==> src/rtl/cpu_pkg.sv <==
// rtl/cpu_pkg.sv - shared state encoding and constants for the phase sequencer
package cpu_pkg;

    typedef enum logic [2:0] {
        S_IDLE   = 3'd0,
        S_FETCH  = 3'd1,
        S_DECODE = 3'd2,
        S_EXEC   = 3'd3,
        S_MEM    = 3'd4,
        S_WB     = 3'd5,
        S_HALT   = 3'd6,
        S_ERR    = 3'd7
    } state_t;

    localparam int          INSTR_BYTES      = 4;
    localparam logic [31:0] RESET_PC_DEFAULT = 32'h0000_0000;

endpackage

==> src/rtl/cpu_phase_sequencer_if.sv <==
// rtl/cpu_phase_sequencer_if.sv - instruction/data memory request handshakes
interface cpu_phase_sequencer_if;

    logic imem_req;
    logic imem_ack;
    logic dmem_req;
    logic dmem_we;
    logic dmem_ack;

    modport master (
        output imem_req,
        output dmem_req,
        output dmem_we,
        input  imem_ack,
        input  dmem_ack
    );

    modport slave (
        input  imem_req,
        input  dmem_req,
        input  dmem_we,
        output imem_ack,
        output dmem_ack
    );

endinterface

==> src/rtl/mem_wait_timer.sv <==
// rtl/mem_wait_timer.sv - shared memory-acknowledge wait counter with expiry
module mem_wait_timer #(
    parameter int MAX = 15
) (
    input  logic clk,
    input  logic rst_n,
    input  logic clear,
    input  logic enable,
    output logic expire
);

    localparam int CW = $clog2(MAX + 1);

    logic [CW-1:0] count;

    // Count un-acknowledged wait cycles; every state entry restarts the count.
    always_ff @(posedge clk or negedge rst_n) begin
        if (!rst_n) begin
            count <= '0;
        end else if (clear) begin
            count <= '0;
        end else if (enable) begin
            count <= count + 1'b1;
        end
    end

    // Expire on the wait cycle that would bring the count up to MAX.
    always_comb begin
        expire = enable && (count == CW'(MAX - 1));
    end

endmodule

==> src/rtl/cpu_phase_sequencer.sv <==
// rtl/cpu_phase_sequencer.sv - multi-cycle fetch/decode/exec/mem/wb control FSM; CPU_PHASE_INSTRET_EN adds instret
module cpu_phase_sequencer
    import cpu_pkg::*;
#(
    parameter int                  PC_WIDTH     = 32,
    parameter logic [PC_WIDTH-1:0] RESET_PC     = PC_WIDTH'(RESET_PC_DEFAULT),
    parameter int                  MEM_WAIT_MAX = 15
) (
    input  logic                clk,
    input  logic                reset,
    input  logic                run,
    input  logic                halt_req,
    input  logic                is_load,
    input  logic                is_store,
    input  logic                wen_in,
    input  logic                pc_sel,
    input  logic [PC_WIDTH-1:0] alu_result,
    cpu_phase_sequencer_if.master bus,
    output logic [PC_WIDTH-1:0] pc,
    output logic                toggle,
    output logic                reg_write,
    output logic [2:0]          state,
`ifdef CPU_PHASE_INSTRET_EN
    output logic [31:0]         instret,
`endif
    output logic                err
);

    state_t state_q;
    state_t state_d;

    logic                load_q;
    logic                store_q;
    logic                wen_q;
    logic                sel_q;
    logic [PC_WIDTH-1:0] alu_q;

    logic                timer_clear;
    logic                timer_enable;
    logic                timer_expire;
    logic                misaligned;
    logic [PC_WIDTH-1:0] pc_next;

    assign misaligned = sel_q && (alu_q[1:0] != 2'b00);
    assign pc_next    = sel_q ? {alu_q[PC_WIDTH-1:2], 2'b00}
                              : pc + PC_WIDTH'(INSTR_BYTES);

    mem_wait_timer #(
        .MAX(MEM_WAIT_MAX)
    ) u_timer (
        .clk    (clk),
        .rst_n  (reset),
        .clear  (timer_clear),
        .enable (timer_enable),
        .expire (timer_expire)
    );

    // State register.
    always_ff @(posedge clk or negedge reset) begin
        if (!reset) begin
            state_q <= S_IDLE;
        end else begin
            state_q <= state_d;
        end
    end

    // Next-state selection and wait-timer control.
    always_comb begin
        state_d      = state_q;
        timer_enable = 1'b0;
        case (state_q)
            S_IDLE: begin
                if (run) state_d = S_FETCH;
            end
            S_FETCH: begin
                timer_enable = !bus.imem_ack;
                if (bus.imem_ack)      state_d = S_DECODE;
                else if (timer_expire) state_d = S_ERR;
            end
            S_DECODE: state_d = S_EXEC;
            S_EXEC: begin
                state_d = (is_load || is_store) ? S_MEM : S_WB;
            end
            S_MEM: begin
                timer_enable = !bus.dmem_ack;
                if (bus.dmem_ack)      state_d = S_WB;
                else if (timer_expire) state_d = S_ERR;
            end
            S_WB: begin
                if (misaligned)              state_d = S_ERR;
                else if (halt_req || !run)   state_d = S_HALT;
                else                         state_d = S_FETCH;
            end
            S_HALT: begin
                if (!run && !halt_req) state_d = S_IDLE;
            end
            S_ERR:   state_d = S_ERR;
            default: state_d = S_ERR;
        endcase
        timer_clear = (state_d != state_q);
    end

    // Strobes decode straight from the state so an async reset drops them at once.
    always_comb begin
        bus.imem_req = (state_q == S_FETCH);
        bus.dmem_req = (state_q == S_MEM) && (load_q || store_q);
        bus.dmem_we  = (state_q == S_MEM) && store_q;
        toggle       = (state_q == S_EXEC);
        reg_write    = (state_q == S_WB) && wen_q && !store_q;
        err          = (state_q == S_ERR);
        state        = state_q;
    end

    // Capture the control-unit decision during EXEC; a load+store is a store.
    always_ff @(posedge clk or negedge reset) begin
        if (!reset) begin
            load_q  <= 1'b0;
            store_q <= 1'b0;
            wen_q   <= 1'b0;
            sel_q   <= 1'b0;
            alu_q   <= '0;
        end else if (state_q == S_EXEC) begin
            load_q  <= is_load && !is_store;
            store_q <= is_store;
            wen_q   <= wen_in;
            sel_q   <= pc_sel;
            alu_q   <= alu_result;
        end
    end

    // Program counter: restart value in IDLE, step or redirect on a clean WB exit.
    always_ff @(posedge clk or negedge reset) begin
        if (!reset) begin
            pc <= RESET_PC;
        end else if (state_d == S_IDLE) begin
            pc <= RESET_PC;
        end else if ((state_q == S_WB) && !misaligned) begin
            pc <= pc_next;
        end
    end

`ifdef CPU_PHASE_INSTRET_EN
    // Retired-instruction counter; a WB that faults does not retire.
    always_ff @(posedge clk or negedge reset) begin
        if (!reset) begin
            instret <= 32'd0;
        end else if ((state_q == S_WB) && !misaligned) begin
            instret <= instret + 32'd1;
        end
    end
`endif

endmodule

==> src/flat_wrapper.sv <==
// flat-port wrapper written by rule: the top's interface ports become plain ports
module cpu_phase_sequencer_flat import cpu_pkg::*;
#(
    parameter int                  PC_WIDTH     = 32,
    parameter logic [PC_WIDTH-1:0] RESET_PC     = PC_WIDTH'(RESET_PC_DEFAULT),
    parameter int                  MEM_WAIT_MAX = 15
)
  (clk, reset, run, halt_req, is_load, is_store, wen_in, pc_sel, alu_result, pc, toggle, reg_write, state, err, bus_imem_req, bus_dmem_req, bus_dmem_we, bus_imem_ack, bus_dmem_ack);
  cpu_phase_sequencer_if bus_i ();
  input  logic clk;
  input  logic reset;
  input  logic run;
  input  logic halt_req;
  input  logic is_load;
  input  logic is_store;
  input  logic wen_in;
  input  logic pc_sel;
  input  logic [PC_WIDTH-1:0] alu_result;
  output logic [PC_WIDTH-1:0] pc;
  output logic toggle;
  output logic reg_write;
  output logic [2:0] state;
  output logic err;
  output wire logic [$bits(bus_i.imem_req)-1:0] bus_imem_req;
  output wire logic [$bits(bus_i.dmem_req)-1:0] bus_dmem_req;
  output wire logic [$bits(bus_i.dmem_we)-1:0] bus_dmem_we;
  input wire logic [$bits(bus_i.imem_ack)-1:0] bus_imem_ack;
  input wire logic [$bits(bus_i.dmem_ack)-1:0] bus_dmem_ack;
  assign bus_imem_req = bus_i.imem_req;
  assign bus_dmem_req = bus_i.dmem_req;
  assign bus_dmem_we = bus_i.dmem_we;
  assign bus_i.imem_ack = bus_imem_ack;
  assign bus_i.dmem_ack = bus_dmem_ack;
  cpu_phase_sequencer #(.PC_WIDTH(PC_WIDTH), .RESET_PC(RESET_PC), .MEM_WAIT_MAX(MEM_WAIT_MAX)) u_core (.clk(clk), .reset(reset), .run(run), .halt_req(halt_req), .is_load(is_load), .is_store(is_store), .wen_in(wen_in), .pc_sel(pc_sel), .alu_result(alu_result), .bus(bus_i), .pc(pc), .toggle(toggle), .reg_write(reg_write), .state(state), .err(err));
endmodule
==> config.mk <==
export PLATFORM = sky130hd
export DESIGN_NAME = cpu_phase_sequencer_flat
export DESIGN_NICKNAME = d
export VERILOG_FILES = /design/src/rtl/cpu_pkg.sv /design/src/rtl/cpu_phase_sequencer_if.sv /design/src/rtl/mem_wait_timer.sv /design/src/rtl/cpu_phase_sequencer.sv /design/src/flat_wrapper.sv
export SDC_FILE = /design/constraint.sdc
export NUM_CORES = 1
export LEC_CHECK = 0
export BUFFER_PORTS_ARGS = -buffer_cell sky130_fd_sc_hd__buf_2
export CAP_MARGIN = 30
export CORE_MARGIN = 3
export CORE_UTILIZATION = 45
export CTS_BUF_LIST = sky130_fd_sc_hd__clkbuf_8
export DETAILED_ROUTE_END_ITERATION = 10
export HOLD_SLACK_MARGIN = 0.15
export PLACE_DENSITY = 0.67
export SYNTH_ARGS = -nofsm -noshare
export SYNTH_HDL_FRONTEND = slang
export SYNTH_HIERARCHICAL = 1
export SYNTH_SLANG_ARGS = --single-unit
==> constraint.sdc <==
create_clock -name clk -period 2.9 [get_ports clk]
set_input_delay 0.435 -clock clk [delete_from_list [all_inputs] [get_ports clk]]
set_output_delay 0.435 -clock clk [all_outputs]
set_load 0.01 [all_outputs]
# Word level (Yosys, flattened, before mapping)

Index checks and enable logic that the tools add are counted.

Flip-flop bits (word level): 75
Output and inout bits: 41
Bits of input ports: 42
Logic and storage cells: 58

Reduce and logical (&&, ||, !) cells: 24
Add/sub/neg operators: 2
Muxes and demuxes: 15
Equality and inequality tests: 9

Operators by type and width:

| cell                    | count |
|---|---|
| $mux W32                | 3 |
| $add A32 B3 Y32 const B | 1 |
| $pmux W3 S8             | 1 |
| $mux W3                 | 7 |
| $eq A3 B3 Y1 const B    | 4 |
| $logic_and A1 B1 Y1     | 9 |
| $mux W4                 | 2 |
| $logic_not A1 Y1        | 7 |
| $eq A3 B2 Y1 const B    | 2 |
| $logic_not A3 Y1        | 2 |
| $reduce_bool A2 Y1      | 3 |
| $add A4 B1 Y4 const B   | 1 |
| $eq A4 B4 Y1 const B    | 1 |
| $eq A3 B1 Y1 const B    | 1 |
| $logic_or A1 B1 Y1      | 3 |
| $ne A3 B3 Y1            | 1 |
| $pmux W1 S2             | 1 |
| $mux W1                 | 1 |

# Depth between registers and ports, before layout

Gate-level depths: netlist of run 1.

Word-level depth: 8
Gate-level depth with buffers: 12

# Hierarchy

The synthesis of run 1 kept the hierarchy.

Modules (own cells, without submodules):

| module              | seq. area each (sq um) | area each (sq um) | cells each | times used |
|---|---|---|---|---|
| cpu_phase_sequencer | 1726.7                 | 4036.4            | 381        | 1 |
| mem_wait_timer      | 100.1                  | 222.7             | 20         | 1 |

# Worst setup path before layout of run 1

No wires, ideal clock.

Path type: register to register
Start: reg u_core.state_q[0], in the netlist u_core/state[0]
End: reg u_core.u_timer.count[3]
Library setup time: 0.125 ns
Arrival: 2.567 ns
Path buffers: 1
Stages on the path, launching flop included: 13
Setup slack: 0.208 ns
Path through: dfrtp_1 clkbuf_8 nand2b_1 o22a_1 nor2_1 and4_1 or2_2 a31oi_1 a31oi_1 xnor2_1 nand2_1 nor2_1 mux2_4

Longest elaborated chain between the ends: 8
Elaborated cells between the ends (all ways): 19
Classes of those cells: eq/ne: 8; mux: 8; reduce/logical: 3

Ends and longest elaborated chain:

| what                                                 | RTL line                                             | RTL |
|---|---|---|
| start: declaration                                   | cpu_phase_sequencer.sv:29                            | `state_t state_q;` |
| start signal: assignment                             | cpu_phase_sequencer.sv:63                            | `state_q <= state_d;` |
| $eq A3 B3 Y1 / $eq A3 B1 Y1 (equally long branches)  | cpu_phase_sequencer.sv:71                            | `case (state_q)` |
| $pmux W1 S2 *                                        | cpu_phase_sequencer.sv:71                            |  |
| net u_core.timer_enable                              | cpu_phase_sequencer.sv:39                            | `logic timer_enable;` |
| $logic_and A1 B1 Y1 *                                | mem_wait_timer.sv:29                                 | `expire = enable && (count == CW'(MAX - 1));` |
| net u_core.timer_expire                              | cpu_phase_sequencer.sv:40                            | `logic timer_expire;` |
| $mux W3 *                                            | cpu_phase_sequencer.sv:78, cpu_phase_sequencer.sv:87 |  |
| $mux W3, on equally long branches                    | cpu_phase_sequencer.sv:86, cpu_phase_sequencer.sv:77 |  |
| $pmux W3 S8 *                                        | cpu_phase_sequencer.sv:71                            |  |
| net u_core.state_d[0]                                | cpu_phase_sequencer.sv:30                            | `state_t state_d;` |
| $ne A3 B3 Y1 *                                       | cpu_phase_sequencer.sv:100                           | `timer_clear = (state_d != state_q);` |
| net u_core.timer_clear                               | cpu_phase_sequencer.sv:38                            | `logic timer_clear;` |
| $mux W4 / $reduce_bool A2 Y1 (equally long branches) | -                                                    |  |
| end signal: assignment                               | mem_wait_timer.sv:23                                 | `count <= count + 1'b1;` |
| end: declaration                                     | mem_wait_timer.sv:14                                 | `logic [CW-1:0] count;` |

The timed path passes the listed nets; every way through them passes the cells marked *.
A chain may end at the register's enable or synchronous reset.

# Worst setup path in the final report of run 1

Ends and elaborated chain as after synthesis.

==> flow_results.xml, run 1 <==
<?xml version="1.0" encoding="UTF-8"?>
<metrics>
  <group name="critical_path">
    <metric name="timing.critical_path.from" unit="">u_core/state[0]</metric>
    <metric name="timing.setup.critical_path_class" unit="">reg -&gt; reg</metric>
    <metric name="setup.worst_path.start_class" unit="">register</metric>
    <metric name="critical_path_peak_fanout" unit="">6</metric>
    <metric name="required" unit="ns">3.13</metric>
    <metric name="timing.rr.end" unit="">u_core/u_timer/count[3]</metric>
    <metric name="critical_path.endpoint_type" unit="">register</metric>
    <metric name="regToRegStartpoint" unit="">u_core/state[0]</metric>
    <metric name="setup.reg_to_reg.worst_slack" unit="ns">0.21</metric>
    <metric name="reg2reg_depth" unit="">11</metric>
    <metric name="worstPathArrival" unit="ns">2.92</metric>
  </group>
  <group name="floorplan">
    <metric name="fp-row-count" unit="">34</metric>
    <metric name="fp.dieW" unit="um">103</metric>
    <metric name="floorplan.io_pins" unit="">83</metric>
    <metric name="die-area" unit="um^2">10700</metric>
    <metric name="starting_density_of_the_core" unit="">0.474</metric>
    <metric name="chipHeight" unit="um">103</metric>
    <metric name="core-area" unit="um^2">8980</metric>
  </group>
  <group name="yosys">
    <metric name="synth-compound-area-share" unit="">0.168</metric>
    <metric name="synth-edff-count" unit="">0</metric>
    <metric name="synth_adder_area_share" unit="">0.00881</metric>
    <metric name="synth.lib_cells_used.distinct" unit="">58</metric>
    <metric name="synth_top_area_frac" unit="">0.429</metric>
    <metric name="postSynth.asyncResetShare" unit="">1.00</metric>
    <metric name="post_synth_instance_area" unit="um^2">4260</metric>
    <metric name="synth-xor-area-share" unit="">0.0329</metric>
    <metric name="yosys_warnings" unit="">6</metric>
    <metric name="yosysSeqAreaShare" unit="">0.429</metric>
    <metric name="synth.area.mux_share" unit="">0.127</metric>
    <metric name="synth.area.top_cells" unit="">sky130_fd_sc_hd__dfrtp_1 (43%), sky130_fd_sc_hd__mux2_2 (9.5%), sky130_fd_sc_hd__xnor2_1 (3.3%)</metric>
    <metric name="post_synthesis_cell_count" unit="">401</metric>
    <metric name="largest_family_of_logic_cells_by_synthesized_area" unit="">compound AO/OA/AOI/OAI gates</metric>
    <metric name="ys_dominant_reg_cell" unit="">sky130_fd_sc_hd__dfrtp_1</metric>
    <metric name="synthSimpleGateAreaFrac" unit="">0.167</metric>
    <metric name="avgSynthCellArea" unit="um^2">10.6</metric>
    <metric name="most_common_cell_in_the_netlist" unit="">sky130_fd_sc_hd__dfrtp_1</metric>
    <metric name="post-synth-top-area-cell" unit="">sky130_fd_sc_hd__dfrtp_1</metric>
    <metric name="synth_common_cells" unit="">sky130_fd_sc_hd__dfrtp_1 (73), sky130_fd_sc_hd__mux2_2 (36), sky130_fd_sc_hd__inv_1 (34), sky130_fd_sc_hd__nor2b_1 (16), sky130_fd_sc_hd__xnor2_1 (16)</metric>
    <metric name="synth_seq_cells" unit="">73</metric>
  </group>
  <group name="global_route">
    <metric name="antenna_found_initial" unit="">0</metric>
    <metric name="grt_overflow_total" unit="">0</metric>
    <metric name="wire_length_of_the_first_global_routing_pass" unit="mm">16.0</metric>
    <metric name="grt_max_degree" unit="">55</metric>
    <metric name="groute.usage.overall" unit="">0.192</metric>
    <metric name="first_global_vias" unit="">3272</metric>
  </group>
  <group name="layout">
    <metric name="syn_to_final_growth" unit="%">16.3</metric>
    <metric name="final_layout_size_suffix_gt1_frac" unit="">0.348</metric>
    <metric name="nets" unit="">525</metric>
    <metric name="antenna-diode-count" unit="">0</metric>
    <metric name="post-route-util" unit="">0.552</metric>
  </group>
  <group name="place">
    <metric name="place.port_buffers" unit="">80</metric>
    <metric name="gp_congestion" unit="">0.804</metric>
    <metric name="dpl.hpwl" unit="mm">6.97</metric>
  </group>
  <group name="timing">
    <metric name="period_minus_slack" unit="ns">2.69</metric>
    <metric name="final_min_period_over_clock_period" unit="">0.926</metric>
    <metric name="headroom_to_the_max_slew_limit" unit="">0.454</metric>
    <metric name="grt_setup_unrepaired" unit="">false</metric>
    <metric name="setup_tns" unit="ns">0</metric>
    <metric name="final.setup_skew" unit="ns">0.0113</metric>
    <metric name="slew_viol_final" unit="">0</metric>
    <metric name="hold_viol_final" unit="">0</metric>
    <metric name="worst_pin_slew" unit="ns">0.819</metric>
    <metric name="setup_viol" unit="">0</metric>
    <metric name="max_clock_freq" unit="GHz">0.372</metric>
  </group>
  <group name="routing">
    <metric name="first_pass_drt_iterations" unit="">4</metric>
    <metric name="route.detailed.drc" unit="">0</metric>
    <metric name="num_vias" unit="">3388</metric>
    <metric name="route.antenna.remaining_nets" unit="">0</metric>
    <metric name="post_dr_wirelength_cell" unit="um">16.5</metric>
    <metric name="number_of_violations_reported_at_the_end_of_detailed_routing_iteration_0" unit="">155</metric>
    <metric name="routed_wirelength" unit="mm">10.1</metric>
    <metric name="avgViaCountPerCell" unit="">5.55</metric>
  </group>
  <group name="power">
    <metric name="power.density_cell_area" unit="nW/um^2">992</metric>
    <metric name="static_leakage" unit="uW">0.00217</metric>
    <metric name="peakVddDrop" unit="V">0.000533</metric>
  </group>
  <group name="clock_tree">
    <metric name="postCtsSetupRepairBufs" unit="">0</metric>
    <metric name="post_cts_resized" unit="">0</metric>
    <metric name="cts-hold-fix-buffers" unit="">1</metric>
    <metric name="numCtsBuffers" unit="">9</metric>
    <metric name="worst_skew_pair.late_latency" unit="ns">0.34</metric>
    <metric name="clkTransAtPathRegs" unit="ns">0.07</metric>
    <metric name="clockBufferDepth" unit="">2</metric>
    <metric name="htree_levels" unit="">3</metric>
    <metric name="cts_root_buf" unit="">sky130_fd_sc_hd__clkbuf_8</metric>
    <metric name="clock_sink_total" unit="">73</metric>
    <metric name="tritoncts" unit="">yes</metric>
  </group>
  <group name="flow_run">
    <metric name="drv.max_cap_violation_count" unit="">0</metric>
  </group>
  <group name="worst_hold_path">
    <metric name="min_delay_path_depth" unit="">2</metric>
    <metric name="timing.hold.worst.class" unit="">in -&gt; reg</metric>
    <metric name="worstHoldStart" unit="">alu_result[4]</metric>
    <metric name="min_delay_worst_endpoint" unit="">u_core/alu_q[4]</metric>
  </group>
  <group name="status">
    <metric name="status" unit="">finished, final reports clean</metric>
  </group>
</metrics>
## sequential cells by signal (all words and copies together), names as in the netlist
signal and count:
u_core/alu_q 32, u_core/pc 30, u_core/u_timer/count 4, u_core/state 3
u_core/load_q 1, u_core/sel_q 1, u_core/store_q 1, u_core/wen_q 1
## cell usage in the layout, fill, tap and decap left out, types with 7 or more instances in the layout
| master | n |
|---|---|
| sky130_fd_sc_hd__nand3_1 | 11 |
| sky130_fd_sc_hd__xnor2_1 | 16 |
| sky130_fd_sc_hd__buf_4 | 9 |
| sky130_fd_sc_hd__nor2b_1 | 16 |
| sky130_fd_sc_hd__dfrtp_1 | 72 |
| sky130_fd_sc_hd__clkbuf_8 | 10 |
| sky130_fd_sc_hd__inv_1 | 37 |
| sky130_fd_sc_hd__nand2_1 | 11 |
| sky130_fd_sc_hd__a21oi_1 | 14 |
| sky130_fd_sc_hd__nor3_1 | 14 |
| sky130_fd_sc_hd__nand4_1 | 7 |
| sky130_fd_sc_hd__o22ai_2 | 10 |
| sky130_fd_sc_hd__nor4_1 | 15 |
| sky130_fd_sc_hd__mux2_2 | 36 |
| sky130_fd_sc_hd__buf_2 | 80 |
| sky130_fd_sc_hd__nor2_1 | 15 |
| sky130_fd_sc_hd__o32ai_2 | 8 |
| sky130_fd_sc_hd__mux2i_1 | 12 |
## final cells by class
class	instances	area (um^2)
repair buffers	91	498
well taps	126	158
clock inverters	6	51.3
flip-flops and latches	73	1830
multi-input cells	270	2150
clock buffers	10	138
fillers	807	4020
inverters	35	131
## cells by family (layout without fill, tap and decap cells)
group	count (synthesis)	in the layout
xor+xnor	16	16
other cells	1	2
fa+ha+maj	3	3
mux	49	49
simple gates	121	121
buf+inv	59	142
compound gates	79	79
flops	73	73
## worst max-delay path by stage
stage	to	slack (ns)	cells after the start
3_5_place_dp	u_core/u_timer/count[3]	0.24	11
6_report	u_core/u_timer/count[3]	0.21	11
4_1_cts	u_core/u_timer/count[3]	0.23	11
3_3_place_gp	u_core/u_timer/count[3]	0.33	11
5_1_grt	u_core/u_timer/count[3]	0.05	11
2_1_floorplan	u_core/u_timer/count[3]	0.21	12
## worst max-delay path, cell delays in order (launching register included)
cell and delay (ns):
sky130_fd_sc_hd__dfrtp_1 0.42, sky130_fd_sc_hd__nand2b_1 0.25, sky130_fd_sc_hd__o22a_1 0.21, sky130_fd_sc_hd__nor2_1 0.11, sky130_fd_sc_hd__and4_1 0.26, sky130_fd_sc_hd__or2_2 0.12, sky130_fd_sc_hd__a31oi_1 0.07, sky130_fd_sc_hd__a31oi_1 0.51
sky130_fd_sc_hd__xnor2_1 0.12, sky130_fd_sc_hd__nand2_1 0.18, sky130_fd_sc_hd__nor2_1 0.07, sky130_fd_sc_hd__mux2_4 0.26
## power by group
| part | internal (uW) | switching, uW |
|---|---|---|
| sequential | 1460 | 391 |
| clock | 409 | 368 |
| combinational | 1090 | 1200 |
| total | 2960 | 1960 |
## per-layer routing
| metal | vias up | GRT usage | part of all wire |
|---|---|---|---|
| li1 | 1637 | - | - |
| met4 | 0 | 0.0408 | 0.0075 |
| met3 | 6 | 0.0516 | 0.053 |
| met2 | 93 | 0.313 | 0.48 |
| met5 | - | 0 | 0 |
| met1 | 1652 | 0.258 | 0.46 |
## through the flow
step | worst slack [ns] | power [uW] | hold slack [ns] | instance area [um^2] | instances
after floorplan | 0.208 | 3520 | 0.139 | 4260 | 402
after global placement | 0.335 | 4070 | 0.465 | 4760 | 594
after detailed placement | 0.237 | 4150 | 0.489 | 4760 | 594
after CTS | 0.233 | 4950 | 0.304 | 4950 | 611
after global routing | 0.0488 | 5270 | 0.300 | 4950 | 611
final | 0.215 | 4920 | 0.320 | 4950 | 611
Power figures use the tool's default switching activity.
==> inputs of run 2 (changes only) <==
--- a/config.mk
+++ b/config.mk
@@ -12,7 +12,7 @@
 export CTS_BUF_LIST = sky130_fd_sc_hd__clkbuf_8
 export DETAILED_ROUTE_END_ITERATION = 10
 export HOLD_SLACK_MARGIN = 0.15
-export PLACE_DENSITY = 0.67
+export PLACE_DENSITY = 0.74
 export SYNTH_ARGS = -nofsm -noshare
 export SYNTH_HDL_FRONTEND = slang
 export SYNTH_HIERARCHICAL = 1
==> constraint.sdc (replaced) <==
create_clock -name clk -period 3 [get_ports clk]
set_input_delay 0.45 -clock clk [delete_from_list [all_inputs] [get_ports clk]]
set_output_delay 0.45 -clock clk [all_outputs]
set_load 0.01 [all_outputs]
==> flow_results.xml, run 2 (synthesized netlist as in run 1, its figures left out) <==
<?xml version="1.0" encoding="UTF-8"?>
<metrics>
  <group name="clock_tree">
    <metric name="htree_levels" unit="">3</metric>
    <metric name="clock_sink_total" unit="">73</metric>
    <metric name="post_cts_resized" unit="">0</metric>
    <metric name="cts-hold-fix-buffers" unit="">0</metric>
    <metric name="worst_skew_pair.late_latency" unit="ns">0.35</metric>
    <metric name="numCtsBuffers" unit="">9</metric>
    <metric name="clkTransAtPathRegs" unit="ns">0.08</metric>
    <metric name="cts_root_buf" unit="">sky130_fd_sc_hd__clkbuf_8</metric>
    <metric name="postCtsSetupRepairBufs" unit="">0</metric>
    <metric name="clockBufferDepth" unit="">2</metric>
    <metric name="tritoncts" unit="">yes</metric>
  </group>
  <group name="timing">
    <metric name="final.setup_skew" unit="ns">0.0105</metric>
    <metric name="slew_viol_final" unit="">0</metric>
    <metric name="final_critical_path_setup_slack" unit="ns">0.342</metric>
    <metric name="setup_tns" unit="ns">0</metric>
    <metric name="setup_viol" unit="">0</metric>
    <metric name="headroom_to_the_max_slew_limit" unit="">0.352</metric>
    <metric name="final_min_period_over_clock_period" unit="">0.886</metric>
    <metric name="max_clock_freq" unit="GHz">0.376</metric>
    <metric name="period_minus_slack" unit="ns">2.66</metric>
    <metric name="hold_viol_final" unit="">0</metric>
    <metric name="worst_pin_slew" unit="ns">0.973</metric>
    <metric name="grt_setup_unrepaired" unit="">false</metric>
  </group>
  <group name="critical_path">
    <metric name="required" unit="ns">3.23</metric>
    <metric name="critical_path_peak_fanout" unit="">7</metric>
    <metric name="worstPathArrival" unit="ns">2.89</metric>
    <metric name="timing.setup.critical_path_class" unit="">reg -&gt; reg</metric>
    <metric name="critical_path.endpoint_type" unit="">register</metric>
    <metric name="setup.worst_path.start_class" unit="">register</metric>
  </group>
  <group name="status">
    <metric name="status" unit="">finished, final reports clean</metric>
  </group>
  <group name="floorplan">
    <metric name="floorplan.io_pins" unit="">83</metric>
    <metric name="fp.dieW" unit="um">103</metric>
    <metric name="fp-row-count" unit="">34</metric>
    <metric name="core-area" unit="um^2">8980</metric>
    <metric name="chipHeight" unit="um">103</metric>
    <metric name="starting_density_of_the_core" unit="">0.474</metric>
    <metric name="die-area" unit="um^2">10700</metric>
  </group>
  <group name="place">
    <metric name="dpl.hpwl" unit="mm">6.94</metric>
    <metric name="gp_congestion" unit="">0.887</metric>
    <metric name="place.port_buffers" unit="">80</metric>
    <metric name="post-place-ws" unit="ns">0.326</metric>
  </group>
  <group name="layout">
    <metric name="filler_instances" unit="">795</metric>
    <metric name="final_cell_mix" unit="">sky130_fd_sc_hd__buf_2 (80), sky130_fd_sc_hd__dfrtp_1 (72), sky130_fd_sc_hd__mux2_2 (36), sky130_fd_sc_hd__inv_1 (35)</metric>
    <metric name="mostFrequentLayoutCell" unit="">sky130_fd_sc_hd__buf_2</metric>
    <metric name="antenna-diode-count" unit="">0</metric>
    <metric name="reg_top3" unit="">u_core/alu_q: 32 flops, u_core/pc: 30 flops, u_core/u_timer/count: 4 flops</metric>
    <metric name="nets" unit="">524</metric>
    <metric name="syn_to_final_growth" unit="%">16.4</metric>
    <metric name="number_of_flip_flops_in_the_largest_register" unit="">32</metric>
    <metric name="largest_register_by_flop_count" unit="">u_core/alu_q</metric>
    <metric name="final_layout_size_suffix_gt1_frac" unit="">0.353</metric>
  </group>
  <group name="power">
    <metric name="power.density_cell_area" unit="nW/um^2">955</metric>
    <metric name="peakVddDrop" unit="V">0.000384</metric>
    <metric name="static_leakage" unit="uW">0.00217</metric>
  </group>
  <group name="worst_hold_path">
    <metric name="timing.hold.worst.class" unit="">in -&gt; async</metric>
  </group>
  <group name="routing">
    <metric name="route.detailed.drc" unit="">0</metric>
    <metric name="first_pass_drt_iterations" unit="">4</metric>
    <metric name="number_of_violations_reported_at_the_end_of_detailed_routing_iteration_0" unit="">92</metric>
    <metric name="num_vias" unit="">3414</metric>
    <metric name="routed_wirelength" unit="mm">9.80</metric>
    <metric name="avgViaCountPerCell" unit="">5.60</metric>
    <metric name="post_dr_wirelength_cell" unit="um">16.1</metric>
    <metric name="route.antenna.remaining_nets" unit="">0</metric>
  </group>
  <group name="global_route">
    <metric name="first_global_vias" unit="">3307</metric>
    <metric name="groute.usage.overall" unit="">0.190</metric>
    <metric name="grt_overflow_total" unit="">0</metric>
    <metric name="wire_length_of_the_first_global_routing_pass" unit="mm">16.0</metric>
    <metric name="antenna_found_initial" unit="">0</metric>
    <metric name="grt_max_degree" unit="">55</metric>
  </group>
  <group name="flow_run">
    <metric name="drv.max_cap_violation_count" unit="">0</metric>
  </group>
</metrics>
run 2: critical path, stage by stage (launching register included):
cell and delay [ns]:
sky130_fd_sc_hd__dfrtp_1 0.41, sky130_fd_sc_hd__nand2b_1 0.25, sky130_fd_sc_hd__o22a_1 0.24, sky130_fd_sc_hd__nor2_1 0.11, sky130_fd_sc_hd__and4_1 0.26, sky130_fd_sc_hd__or2_2 0.12, sky130_fd_sc_hd__a31oi_1 0.07, sky130_fd_sc_hd__a31oi_1 0.49
sky130_fd_sc_hd__xnor2_1 0.12, sky130_fd_sc_hd__nand2_1 0.16, sky130_fd_sc_hd__nor2_1 0.06, sky130_fd_sc_hd__mux2_4 0.26
run 2: layout make-up:
type	instances	area [um^2]	area share
Inverter	35	131	0.0265
Timing Repair Buffer	90	488	0.0985
Tap cell	126	158	0.0318
Multi-Input combinational cell	270	2150	0.434
Sequential cell	73	1830	0.369
Clock buffer	13	179	0.0361
Clock inverter	3	21.3	0.00429
run 2: per-layer routing:
metal	track usage	vias up	routed length, um
li1	-	1636	-
met1	0.257	1702	4570
met2	0.305	65	4720
met3	0.0469	11	402
met4	0.0518	0	112
met5	0	-	0
run 2: path summary, 6_finish.rpt:
check / startpoint / endpoint / slack, ns / depth (start not counted)
hold reg to reg: u_core/wen_q / u_core/wen_q / 0.50 / 1
setup reg to reg: u_core/state[2] / u_core/u_timer/count[3] / 0.34 / 11
min in group clk: alu_result[11] / u_core/alu_q[11] / 0.33 / 2
hold / removal: reset / u_core/alu_q[5] / 0.19 / 1
setup / recovery: u_core/state[2] / u_core/u_timer/count[3] / 0.34 / 11
max in group asynchronous: reset / u_core/pc[26] / 2.12 / 2
run 2: through the flow:
step | utilization | instance area [um^2] | std cells | hold slack (ns) | power (uW)
after floorplan | - | 4260 | 402 | 0.154 | 3400
after global placement | 0.530 | 4760 | 594 | 0.468 | 3920
after detailed placement | 0.530 | 4760 | 594 | 0.488 | 3990
after CTS | 0.552 | 4960 | 610 | 0.205 | 4770
after global routing | 0.552 | 4960 | 610 | 0.231 | 5080
final | 0.552 | 4960 | 610 | 0.187 | 4730
run 2: where the power goes:
part           switching (uW)  internal (uW)
Combinational            1140           1050
Clock                     372            395
Sequential                375           1410
Total                    1880           2850
